[src/rtl/mtsp_scs_sequencer.sv]
// mtsp_scs_sequencer
//   Command front-end for the scratch-counter array. Accepts valid/ready
//   counter requests and drives per-element enable/op/data/carry-in for
//   SC_COUNT counter elements. A request addresses a group of 1..4 adjacent
//   elements that behave as one wide chained counter. GET/GETnINC return the
//   sampled (pre-increment) words as a response stream. SET/SET_LIMIT return
//   a single ack beat.
//
// Ports
//   CLK, nRST       clock, asynchronous active-low reset
//   REQ_*           request stream (header beat: OP/INDEX/LEN/TAG/DATA;
//                   further SET beats: DATA only)
//   SC_nEN/SC_OP    per-element enable (active low) and op, registered
//   SC_DATA_IN      shared write word, registered
//   SC_CARRY_IN     per-element carry input, combinational from SC_CARRY_OUT
//   SC_DATA_OUT     packed element counter values
//   SC_CARRY_OUT    element carry outputs
//   RSP_*           response stream (DATA/TAG/LAST/CARRY/ERR)

module mtsp_scs_sequencer #(
   parameter int unsigned SC_COUNT = 8,
   parameter int unsigned WORD_W   = 16,
   parameter int unsigned TAG_W    = 4,
   localparam int unsigned IW      = (SC_COUNT > 1) ? $clog2(SC_COUNT) : 1
) (
   input  logic                       CLK,
   input  logic                       nRST,
   input  logic                       REQ_VALID,
   output logic                       REQ_READY,
   input  logic [1:0]                 REQ_OP,
   input  logic [IW-1:0]              REQ_INDEX,
   input  logic [1:0]                 REQ_LEN,
   input  logic [TAG_W-1:0]           REQ_TAG,
   input  logic [WORD_W-1:0]          REQ_DATA,
   output logic [SC_COUNT-1:0]        SC_nEN,
   output logic [2*SC_COUNT-1:0]      SC_OP,
   output logic [WORD_W-1:0]          SC_DATA_IN,
   output logic [SC_COUNT-1:0]        SC_CARRY_IN,
   input  logic [WORD_W*SC_COUNT-1:0] SC_DATA_OUT,
   input  logic [SC_COUNT-1:0]        SC_CARRY_OUT,
   output logic                       RSP_VALID,
   input  logic                       RSP_READY,
   output logic [WORD_W-1:0]          RSP_DATA,
   output logic [TAG_W-1:0]           RSP_TAG,
   output logic                       RSP_LAST,
   output logic                       RSP_CARRY,
   output logic                       RSP_ERR
);

   localparam int NumEl = int'(SC_COUNT);
   localparam int WordW = int'(WORD_W);

   localparam logic [1:0] OpGet     = 2'd0;
   localparam logic [1:0] OpGetNInc = 2'd1;

   typedef enum logic [1:0] {StIdle, StWdata, StIssue, StResp} state_e;

   state_e            state_q;
   logic [IW-1:0]     base_q;
   logic [1:0]        len_q;
   logic [1:0]        op_q;
   logic [1:0]        wcnt_q;
   logic [1:0]        beat_q;
   logic [1:0]        rlen_q;
   logic              err_q;
   logic [WORD_W-1:0] rbuf_q [4];

   int                hdr_base;
   int                hdr_last;
   logic              hdr_err;
   int                grp_base;
   int                grp_last;
   logic              grp_carry;
   logic [WORD_W-1:0] rd_word [4];

   assign hdr_base = int'(REQ_INDEX);
   assign hdr_last = hdr_base + int'(REQ_LEN);
   assign hdr_err  = (hdr_last >= NumEl);
   assign grp_base = int'(base_q);
   assign grp_last = grp_base + int'(len_q);

   // Carry chain only exists inside the group being issued; the base element
   // never receives a carry so the chain cannot leak in from a neighbour.
   always_comb begin
      SC_CARRY_IN = '0;
      grp_carry   = 1'b0;
      if (state_q == StIssue) begin
         for (int i = 1; i < NumEl; i++) begin
            if (i > grp_base && i <= grp_last) begin
               SC_CARRY_IN[i] = SC_CARRY_OUT[i-1];
            end
         end
         for (int i = 0; i < NumEl; i++) begin
            if (i == grp_last) begin
               grp_carry = SC_CARRY_OUT[i];
            end
         end
      end
   end

   // Words of the current group as seen on SC_DATA_OUT; unused slots read 0.
   always_comb begin
      for (int k = 0; k < 4; k++) begin
         rd_word[k] = '0;
         for (int i = 0; i < NumEl; i++) begin
            if (k <= int'(len_q) && i == grp_base + k) begin
               rd_word[k] = SC_DATA_OUT[i*WordW +: WordW];
            end
         end
      end
   end

   always_ff @(posedge CLK or negedge nRST) begin
      if (!nRST) begin
         state_q    <= StIdle;
         base_q     <= '0;
         len_q      <= '0;
         op_q       <= '0;
         wcnt_q     <= '0;
         beat_q     <= '0;
         rlen_q     <= '0;
         err_q      <= 1'b0;
         for (int k = 0; k < 4; k++) begin
            rbuf_q[k] <= '0;
         end
         REQ_READY  <= 1'b0;
         SC_nEN     <= '1;
         SC_OP      <= '0;
         SC_DATA_IN <= '0;
         RSP_VALID  <= 1'b0;
         RSP_DATA   <= '0;
         RSP_TAG    <= '0;
         RSP_LAST   <= 1'b0;
         RSP_CARRY  <= 1'b0;
         RSP_ERR    <= 1'b0;
      end else begin
         // Element strobes last exactly one cycle unless re-armed below.
         SC_nEN <= '1;
         SC_OP  <= '0;
         unique case (state_q)
            StIdle: begin
               if (!REQ_READY) begin
                  REQ_READY <= 1'b1;
               end else if (REQ_VALID) begin
                  base_q  <= REQ_INDEX;
                  len_q   <= REQ_LEN;
                  op_q    <= REQ_OP;
                  RSP_TAG <= REQ_TAG;
                  beat_q  <= '0;
                  err_q   <= 1'b0;
                  rlen_q  <= '0;
                  if (hdr_err) begin
                     err_q     <= 1'b1;
                     REQ_READY <= 1'b0;
                     state_q   <= StResp;
                  end else if (!REQ_OP[1]) begin
                     // Upper words get OP=GET so they only move on carry-in.
                     rlen_q    <= REQ_LEN;
                     REQ_READY <= 1'b0;
                     state_q   <= StIssue;
                     for (int i = 0; i < NumEl; i++) begin
                        if (i >= hdr_base && i <= hdr_last) begin
                           SC_nEN[i]       <= 1'b0;
                           SC_OP[2*i +: 2] <= (i == hdr_base) ? REQ_OP : OpGet;
                        end
                     end
                  end else begin
                     SC_DATA_IN <= REQ_DATA;
                     wcnt_q     <= 2'd1;
                     for (int i = 0; i < NumEl; i++) begin
                        if (i == hdr_base) begin
                           SC_nEN[i]       <= 1'b0;
                           SC_OP[2*i +: 2] <= REQ_OP;
                        end
                     end
                     if (REQ_LEN == 2'd0) begin
                        REQ_READY <= 1'b0;
                        state_q   <= StResp;
                     end else begin
                        state_q <= StWdata;
                     end
                  end
               end
            end

            StWdata: begin
               if (REQ_READY && REQ_VALID) begin
                  SC_DATA_IN <= REQ_DATA;
                  for (int i = 0; i < NumEl; i++) begin
                     if (i == grp_base + int'(wcnt_q)) begin
                        SC_nEN[i]       <= 1'b0;
                        SC_OP[2*i +: 2] <= op_q;
                     end
                  end
                  if (wcnt_q == len_q) begin
                     REQ_READY <= 1'b0;
                     state_q   <= StResp;
                  end else begin
                     wcnt_q <= wcnt_q + 2'd1;
                  end
               end
            end

            StIssue: begin
               // Elements update on this edge, so SC_DATA_OUT is pre-increment.
               for (int k = 0; k < 4; k++) begin
                  rbuf_q[k] <= rd_word[k];
               end
               RSP_VALID <= 1'b1;
               RSP_DATA  <= rd_word[0];
               RSP_LAST  <= (len_q == 2'd0);
               RSP_CARRY <= grp_carry & (op_q == OpGetNInc);
               RSP_ERR   <= 1'b0;
               state_q   <= StResp;
            end

            StResp: begin
               if (!RSP_VALID) begin
                  // Single-beat ack or error response.
                  RSP_VALID <= 1'b1;
                  RSP_DATA  <= '0;
                  RSP_LAST  <= 1'b1;
                  RSP_CARRY <= 1'b0;
                  RSP_ERR   <= err_q;
               end else if (RSP_READY) begin
                  if (beat_q == rlen_q) begin
                     RSP_VALID <= 1'b0;
                     RSP_DATA  <= '0;
                     RSP_LAST  <= 1'b0;
                     RSP_CARRY <= 1'b0;
                     RSP_ERR   <= 1'b0;
                     REQ_READY <= 1'b1;
                     state_q   <= StIdle;
                  end else begin
                     beat_q   <= beat_q + 2'd1;
                     RSP_DATA <= rbuf_q[beat_q + 2'd1];
                     RSP_LAST <= ((beat_q + 2'd1) == rlen_q);
                  end
               end
            end

            default: state_q <= StIdle;
         endcase
      end
   end

endmodule

[config.mk]
export PLATFORM = sky130hd
export DESIGN_NAME = mtsp_scs_sequencer
export DESIGN_NICKNAME = d
export VERILOG_FILES = /design/src/rtl/mtsp_scs_sequencer.sv
export SDC_FILE = /design/constraint.sdc
export NUM_CORES = 1
export LEC_CHECK = 0
export ABC_AREA = 1
export CORE_UTILIZATION = 48
export DETAILED_ROUTE_END_ITERATION = 8
export PLACE_DENSITY = 0.8
export SLEW_MARGIN = 20
export SYNTH_ARGS = -nofsm -noshare
export SYNTH_HDL_FRONTEND = slang
export SYNTH_SLANG_ARGS = --single-unit
[constraint.sdc]
create_clock -name CLK -period 3.3 [get_ports CLK]
set_input_delay 0.66 -clock CLK [delete_from_list [all_inputs] [get_ports CLK]]
set_output_delay 0.66 -clock CLK [all_outputs]
set_load 0.01 [all_outputs]
# After elaboration in Yosys (flattened, before gate mapping)
# Index checks and enable logic that the tools add are counted.
classes:
  mul: 0
  shifts: 0
  eq_ne: 69
  order_cmp: 35
  n_reduce_logical: 62
  div_mod_pow: 0
  n_addsub: 8
  bitwise: 2
  muxes: 182
ops:
  columns: ["cell", "count"]
  rows:
  - ["16-bit two-way mux", 47]
  - ["4-bit by 32-bit == test with 1-bit output (first input constant)", 12]
  - ["3-bit by 32-bit == test with 1-bit output (first input constant)", 8]
  - ["32-bit logical NOT", 7]
  - ["2-bit by 32-bit == test with 1-bit output (first input constant)", 4]
  - ["16-bit case mux with 2 select lines", 3]
  - ["2-bit two-way mux", 39]
  - ["1-bit two-way mux", 77]
  - ["1-bit logical AND", 40]
  - ["8-bit two-way mux", 5]
  - ["16-bit binary-select mux with 2-bit select", 1]
  - ["3-bit by 4-bit == test with 1-bit output (first input constant)", 8]
  - ["3-bit by 4-bit less-or-equal comparator with 1-bit output (first input constant)", 8]
  - ["3-bit == test (first input constant)", 8]
  - ["2-bit != test (second input constant)", 11]
  - ["6-bit AND reduction", 3]
  - ["2-bit by 4-bit less-or-equal comparator with 1-bit output (first input constant)", 4]
  - ["8-bit case mux with 2 select lines", 1]
  - ["7-bit AND reduction", 2]
  - ["3-bit by 2-bit adder with 4-bit output", 3]
  - ["2-bit by 3-bit == test with 1-bit output (first input constant)", 4]
  - ["3-bit >= comparator (first input constant)", 4]
  - ["3-bit > comparator (first input constant)", 4]
  - ["1-bit by 4-bit less-or-equal comparator with 1-bit output (first input constant)", 3]
  - ["other kinds (30)", 52]
totals:
  ram_bits: 0
  latchBits: 0
  mem_count: 0
  inputBits: 167
  word_cells: 380
  register_bits: 145
  romBits: 0
  out_inout_bits: 73

# Logic depth before layout (Yosys ltp)
logic_depth:
  word_depth: 13
  ltp_mapped: 15

# Worst setup path before layout
# Ideal clock, no wire load.
synth_path:
  path_kind: "register to output"
  start: "reg base_q[1]"
  end: "out SC_CARRY_IN[5]"
  path_buffers: 3
  slack_ns: 0.509
  stages_incl_launch_ff: 9
  t_arrival_ns: 2.131
  required_ns: 2.640
  path_cell_list: "dfrtp_1 inv_2 buf_2 clkbuf_1 ha_1 nand2_1 clkbuf_1 inv_1 nor4_1"
synth_between:
  elab_chain_len: 5
  elab_cells_between_ends: 6
  cone_classes: "1 x add/sub; 2 x order compare; 2 x mux; 1 x reduce/logical"
synth_rtl:
  columns: ["item", "line", "rtl"]
  rows:
  - ["from (decl)", "59", "logic [IW-1:0] base_q;"]
  - ["from (signal assigned)", "116", "base_q <= '0;"]
  - ["from (signal assigned)", "145", "base_q <= REQ_INDEX;"]
  - ["3-bit by 2-bit adder with 4-bit output", "80", "assign grp_last = grp_base + int'(len_q);"]
  - ["3-bit by 4-bit less-or-equal comparator with 1-bit output", "89", "if (i > grp_base && i <= grp_last) begin"]
  - ["1-bit logical AND (*)", "89", null]
  - ["1-bit two-way mux (*)", "89", null]
  - ["7-bit two-way mux (*)", "87", "if (state_q == StIssue) begin"]
  - ["to (decl)", "38", "output logic [SC_COUNT-1:0] SC_CARRY_IN,"]
# Mark *: on every way between the ends. The rest lies on a longest branch, timed or not.

# Worst setup path after layout
layout_path:
  start: "reg base_q[0]"
  end: "out SC_CARRY_IN[1]"
layout_between:
  elab_chain_len: 5
  elab_cells_between_ends: 6
  cone_classes: "1 x add/sub; 2 x order compare; 2 x mux; 1 x reduce/logical"
layout_rtl:
  columns: ["item", "line"]
  rows:
  - ["3-bit by 2-bit adder with 4-bit output", "80"]
  - ["1-bit by 4-bit less-or-equal comparator with 1-bit output", "89"]
  - ["1-bit logical AND (*)", "89"]
  - ["1-bit two-way mux (*)", "89"]
  - ["7-bit two-way mux (*)", "87"]
# Marks and branches as above.

==> reports/summary.log <==
INFO  run            drv.max_cap_violation_count=0
INFO  power          design_power_total=13.8mW
INFO  setup_path     cp_slowest_cell=sky130_fd_sc_hd__fa_1
INFO  logic_synthesis synthDistinctLibCells=46
INFO  sta            final.setup_skew=20.4ps
INFO  status         status=complete, no violations
INFO  clock_tree     cts-htree-levels=4
INFO  power          power_leakage=7.38nW
INFO  power          combinationalPowerShare=0.633
INFO  detailed_routing antenna_left=0
INFO  power          peakVddDrop=0.000528V
INFO  sta            final_period_minus_worst_setup_slack=3170ps
INFO  clock_tree     root_buffer=sky130_fd_sc_hd__clkbuf_16
INFO  setup_path     wp_data_required=2640ps
INFO  sta            whs=213ps
INFO  die            die_h=158um
INFO  logic_synthesis synth.cell_area=11700um2
INFO  setup_path     critPathCaptureType=primary output
INFO  logic_synthesis syn_avg_cell_area=6.14um2
INFO  power          power.share.sequential=0.221
INFO  logic_synthesis yosys_register_bits=145
INFO  power          cell_internal_pwr=6.70mW
INFO  worst_hold_path holdCritPathClass=in -> async
INFO  clock_tree     path_clk_slew=70ps
INFO  sta            setup_tns=0ps
INFO  detailed_routing remaining_drc_errors=0
INFO  sta            min_period_over_period=0.962
INFO  logic_synthesis ys_warn_count=0
INFO  die            num_io_pins=240
INFO  power          pwr-share-clk=0.147
INFO  logic_synthesis netlist_instances=1904
INFO  detailed_routing routed-via-count=14.3k
INFO  place          place.port_buffers=238
INFO  die            core_area=23700um2
INFO  setup_path     crit_arrival=2510ps
INFO  final_layout   post_route_cells_drive_above_1_share=0.0646
INFO  place          finalWeightedCongestion=0.977
INFO  global_routing groute.usage.overall=0.386
INFO  setup_path     crit_type=reg -> out
INFO  setup_path     worstPathCellList=ha_1, fa_1, xor2_1, buf_4, nor2_2, nand2_1, o2111ai_2, inv_1, dlygate4sd2_1
INFO  setup_path     worst_path_dominant_cell_family=adder cells
INFO  sta            finalSetupViolations=0
INFO  setup_path     timing.critical_path.from_type=register
INFO  final_layout   flow.area_growth_from_synthesis=29.0%
INFO  detailed_routing route.detailed.wl_per_inst=19.3um
INFO  clock_tree     cts_buffer_depth=2
INFO  power          switching_power_summed_over_all_nets=7.14mW
INFO  sta            final_hold_viol_count=0
INFO  sta            worstMarginPinSlew=878ps
INFO  global_routing grt_max_degree=80
INFO  power          p_per_area=918nW/um2
INFO  detailed_routing vias_per_cell=5.84
INFO  sta            slew_headroom=0.415
INFO  power          p_sw_frac=0.516
INFO  detailed_routing drt_iter0_drc=1581
INFO  global_routing first_global_vias=14.0k
INFO  logic_synthesis synthesis.nets=2091
INFO  clock_tree     post_cts_buffers=0
INFO  die            initial_core_util=0.494
INFO  logic_synthesis fraction_of_synthesized_cell_area_taken_by_the_top_area_cell_type=0.293
INFO  place          dp_hpwl=35.2mm
INFO  clock_tree     postCtsHoldBufs=0
INFO  final_layout   final.fill_count=2235
INFO  final_layout   layout.nets=2295
INFO  detailed_routing first_pass_iters=6
INFO  setup_path     worst-path-buf-inv=3
INFO  logic_synthesis synth-edff-count=0
INFO  logic_synthesis post_synth_main_area_contributors=sky130_fd_sc_hd__dfrtp_1 29%, sky130_fd_sc_hd__nand2_1 20%, sky130_fd_sc_hd__nand3_1 8.3%
INFO  logic_synthesis ys.flop_type=sky130_fd_sc_hd__dfrtp_1
INFO  final_layout   num_antenna_cells=0
INFO  logic_synthesis post-synth-top-area-cell=sky130_fd_sc_hd__dfrtp_1
INFO  setup_path     max_stage_delay=400ps
INFO  die            floorplan_row_count=56
INFO  global_routing antenna_found_initial=2
INFO  clock_tree     cts_tree=built
INFO  die            die_footprint=25000um2
INFO  global_routing grt_remaining_overflow=0
INFO  clock_tree     clock-sinks=145
INFO  global_routing grt_pass1_wl=73.1mm
INFO  sta            rsz0062_at_grt=no
INFO  sta            report.final.slew_viol_count=0
INFO  sta            max_clock_freq=315MHz
INFO  clock_tree     clk-insertion-delay-late=430ps
INFO  logic_synthesis asyncSetResetFlopFracSynth=1.00
INFO  clock_tree     cts-buffers-inserted=17
INFO  logic_synthesis sequential_fraction_of_the_synthesis_area=0.311
INFO  setup_path     critPathMaxFanout=5
INFO  die            die-width=158um
INFO  detailed_routing finalWirelength=47.1mm
-- what timing repair did --
item,CTS,global route
gates resized for setup,8,8
setup endpoints to repair,6,24
pin swaps,0,0
cloned,0,0
-- kinds of logic (layout without fill, tap and decap cells) --
logic type	count (synthesis)	in the layout	share of synthesized area
simple gates	1122	1122	0.398
compound gates	314	314	0.153
xor+xnor	7	7	0.00524
fa+ha+maj	20	20	0.0233
mux	16	16	0.0154
other cells	1	1	0.000321
flops	145	145	0.311
buf+inv	279	496	0.0937
-- layout by cell type (no fill, tap or decap), types with 5 or more instances in the layout --
cell type,n
sky130_fd_sc_hd__nand4_1,35
sky130_fd_sc_hd__nor2_2,5
sky130_fd_sc_hd__o22ai_1,25
sky130_fd_sc_hd__a21oi_1,97
sky130_fd_sc_hd__inv_1,172
sky130_fd_sc_hd__clkbuf_16,17
sky130_fd_sc_hd__nor3_1,22
sky130_fd_sc_hd__dfstp_2,8
sky130_fd_sc_hd__buf_4,47
sky130_fd_sc_hd__nor2_1,209
sky130_fd_sc_hd__or2_2,7
sky130_fd_sc_hd__clkdlybuf4s50_1,230
sky130_fd_sc_hd__nand2_1,635
sky130_fd_sc_hd__nand2_2,5
sky130_fd_sc_hd__o21ai_0,113
sky130_fd_sc_hd__dfrtp_1,137
sky130_fd_sc_hd__mux2_2,16
sky130_fd_sc_hd__o21ai_1,14
sky130_fd_sc_hd__inv_8,6
sky130_fd_sc_hd__a221oi_1,15
sky130_fd_sc_hd__nand3_1,194
sky130_fd_sc_hd__o211ai_1,27
sky130_fd_sc_hd__ha_1,16
-- power by group through the flow --
stage | sequential (mW) | combinational, mW | clock, mW
floorplan | 3.09 | 5.36 | 0
detailed placement | 3.06 | 8.54 | 0
finish | 3.06 | 8.76 | 2.03
global route | 3.13 | 9.64 | 2.13
CTS | 3.05 | 8.59 | 2.04
global placement | 3.05 | 8.36 | 0
-- final timing paths --
kind                       startpoint        endpoint  slack, ps  depth (start not counted)
setup / recovery            base_q[0]  SC_CARRY_IN[1]        130                          9
hold / removal                   nRST      rbuf_q[16]        210                          1
setup reg to reg            base_q[1]       rbuf_q[1]        350                         13
hold reg to reg            RSP_TAG[0]      RSP_TAG[0]        480                          2
max in group asynchronous        nRST       SC_nEN[7]       2270                          2
min in group CLK           RSP_TAG[0]      RSP_TAG[0]        480                          2
-- area by class of cell --
class / count / area (um2) / area share
Multi-Input combinational cell: 1480 / 6990 / 0.463
Sequential cell: 145 / 3640 / 0.241
Timing Repair Buffer: 287 / 2780 / 0.184
Inverter: 177 / 664 / 0.0440
Clock buffer: 17 / 425 / 0.0282
Tap cell: 319 / 399 / 0.0265
Clock inverter: 15 / 189 / 0.0125
-- cells in the mapped netlist, types with 4 or more instances --
| cell | number |
|---|---|
| sky130_fd_sc_hd__nand3_1 | 194 |
| sky130_fd_sc_hd__buf_1 | 10 |
| sky130_fd_sc_hd__ha_1 | 17 |
| sky130_fd_sc_hd__buf_2 | 22 |
| sky130_fd_sc_hd__o22ai_1 | 25 |
| sky130_fd_sc_hd__nand2_1 | 635 |
| sky130_fd_sc_hd__o32ai_1 | 4 |
| sky130_fd_sc_hd__xnor2_1 | 4 |
| sky130_fd_sc_hd__buf_4 | 5 |
| sky130_fd_sc_hd__nor3_1 | 22 |
| sky130_fd_sc_hd__or2_2 | 7 |
| sky130_fd_sc_hd__a21oi_1 | 98 |
| sky130_fd_sc_hd__o21ai_0 | 114 |
| sky130_fd_sc_hd__inv_1 | 172 |
| sky130_fd_sc_hd__nand2_2 | 5 |
| sky130_fd_sc_hd__o211ai_1 | 27 |
| sky130_fd_sc_hd__mux2_2 | 16 |
| sky130_fd_sc_hd__nand4_1 | 35 |
| sky130_fd_sc_hd__a31oi_1 | 4 |
| sky130_fd_sc_hd__o21ai_1 | 14 |
| sky130_fd_sc_hd__dfstp_2 | 8 |
| sky130_fd_sc_hd__nor2_1 | 211 |
| sky130_fd_sc_hd__nor4_1 | 5 |
| sky130_fd_sc_hd__a221oi_1 | 15 |
| sky130_fd_sc_hd__clkbuf_1 | 64 |
| sky130_fd_sc_hd__dfrtp_1 | 137 |
-- metrics by stage --
step	worst slack, ps	std cells	instance area [um2]	utilization
6_report	127	2440	15100	0.637
5_1_grt	14.9	2440	15100	0.637
4_1_cts	46.7	2440	15100	0.636
3_5_place_dp	132	2408	14400	0.610
3_3_place_gp	166	2408	14400	0.610
2_1_floorplan	509	1904	11700	-
-- sequential cells by signal (all words and copies together) (netlist names) --
signal,cells
state_q,2
wcnt_q,2
op_q,2
SC_DATA_IN,16
SC_OP,16
RSP_TAG,4
RSP_VALID,1
RSP_DATA,16
RSP_ERR,1
len_q,2
rbuf_q,64
RSP_CARRY,1
err_q,1
rlen_q,2
SC_nEN,8
base_q,3
beat_q,2
RSP_LAST,1
REQ_READY,1
-- layer usage --
layer,part of all wire,global-route usage,wire (um),up-vias
met5,0.00036,0,17,-
met4,0.070,0.266,3290,2
met3,0.078,0.0610,3660,197
met2,0.49,0.669,22900,834
met1,0.36,0.435,17200,6583
li1,-,-,-,6638
No activity file was read; power rests on OpenSTA's default activity.
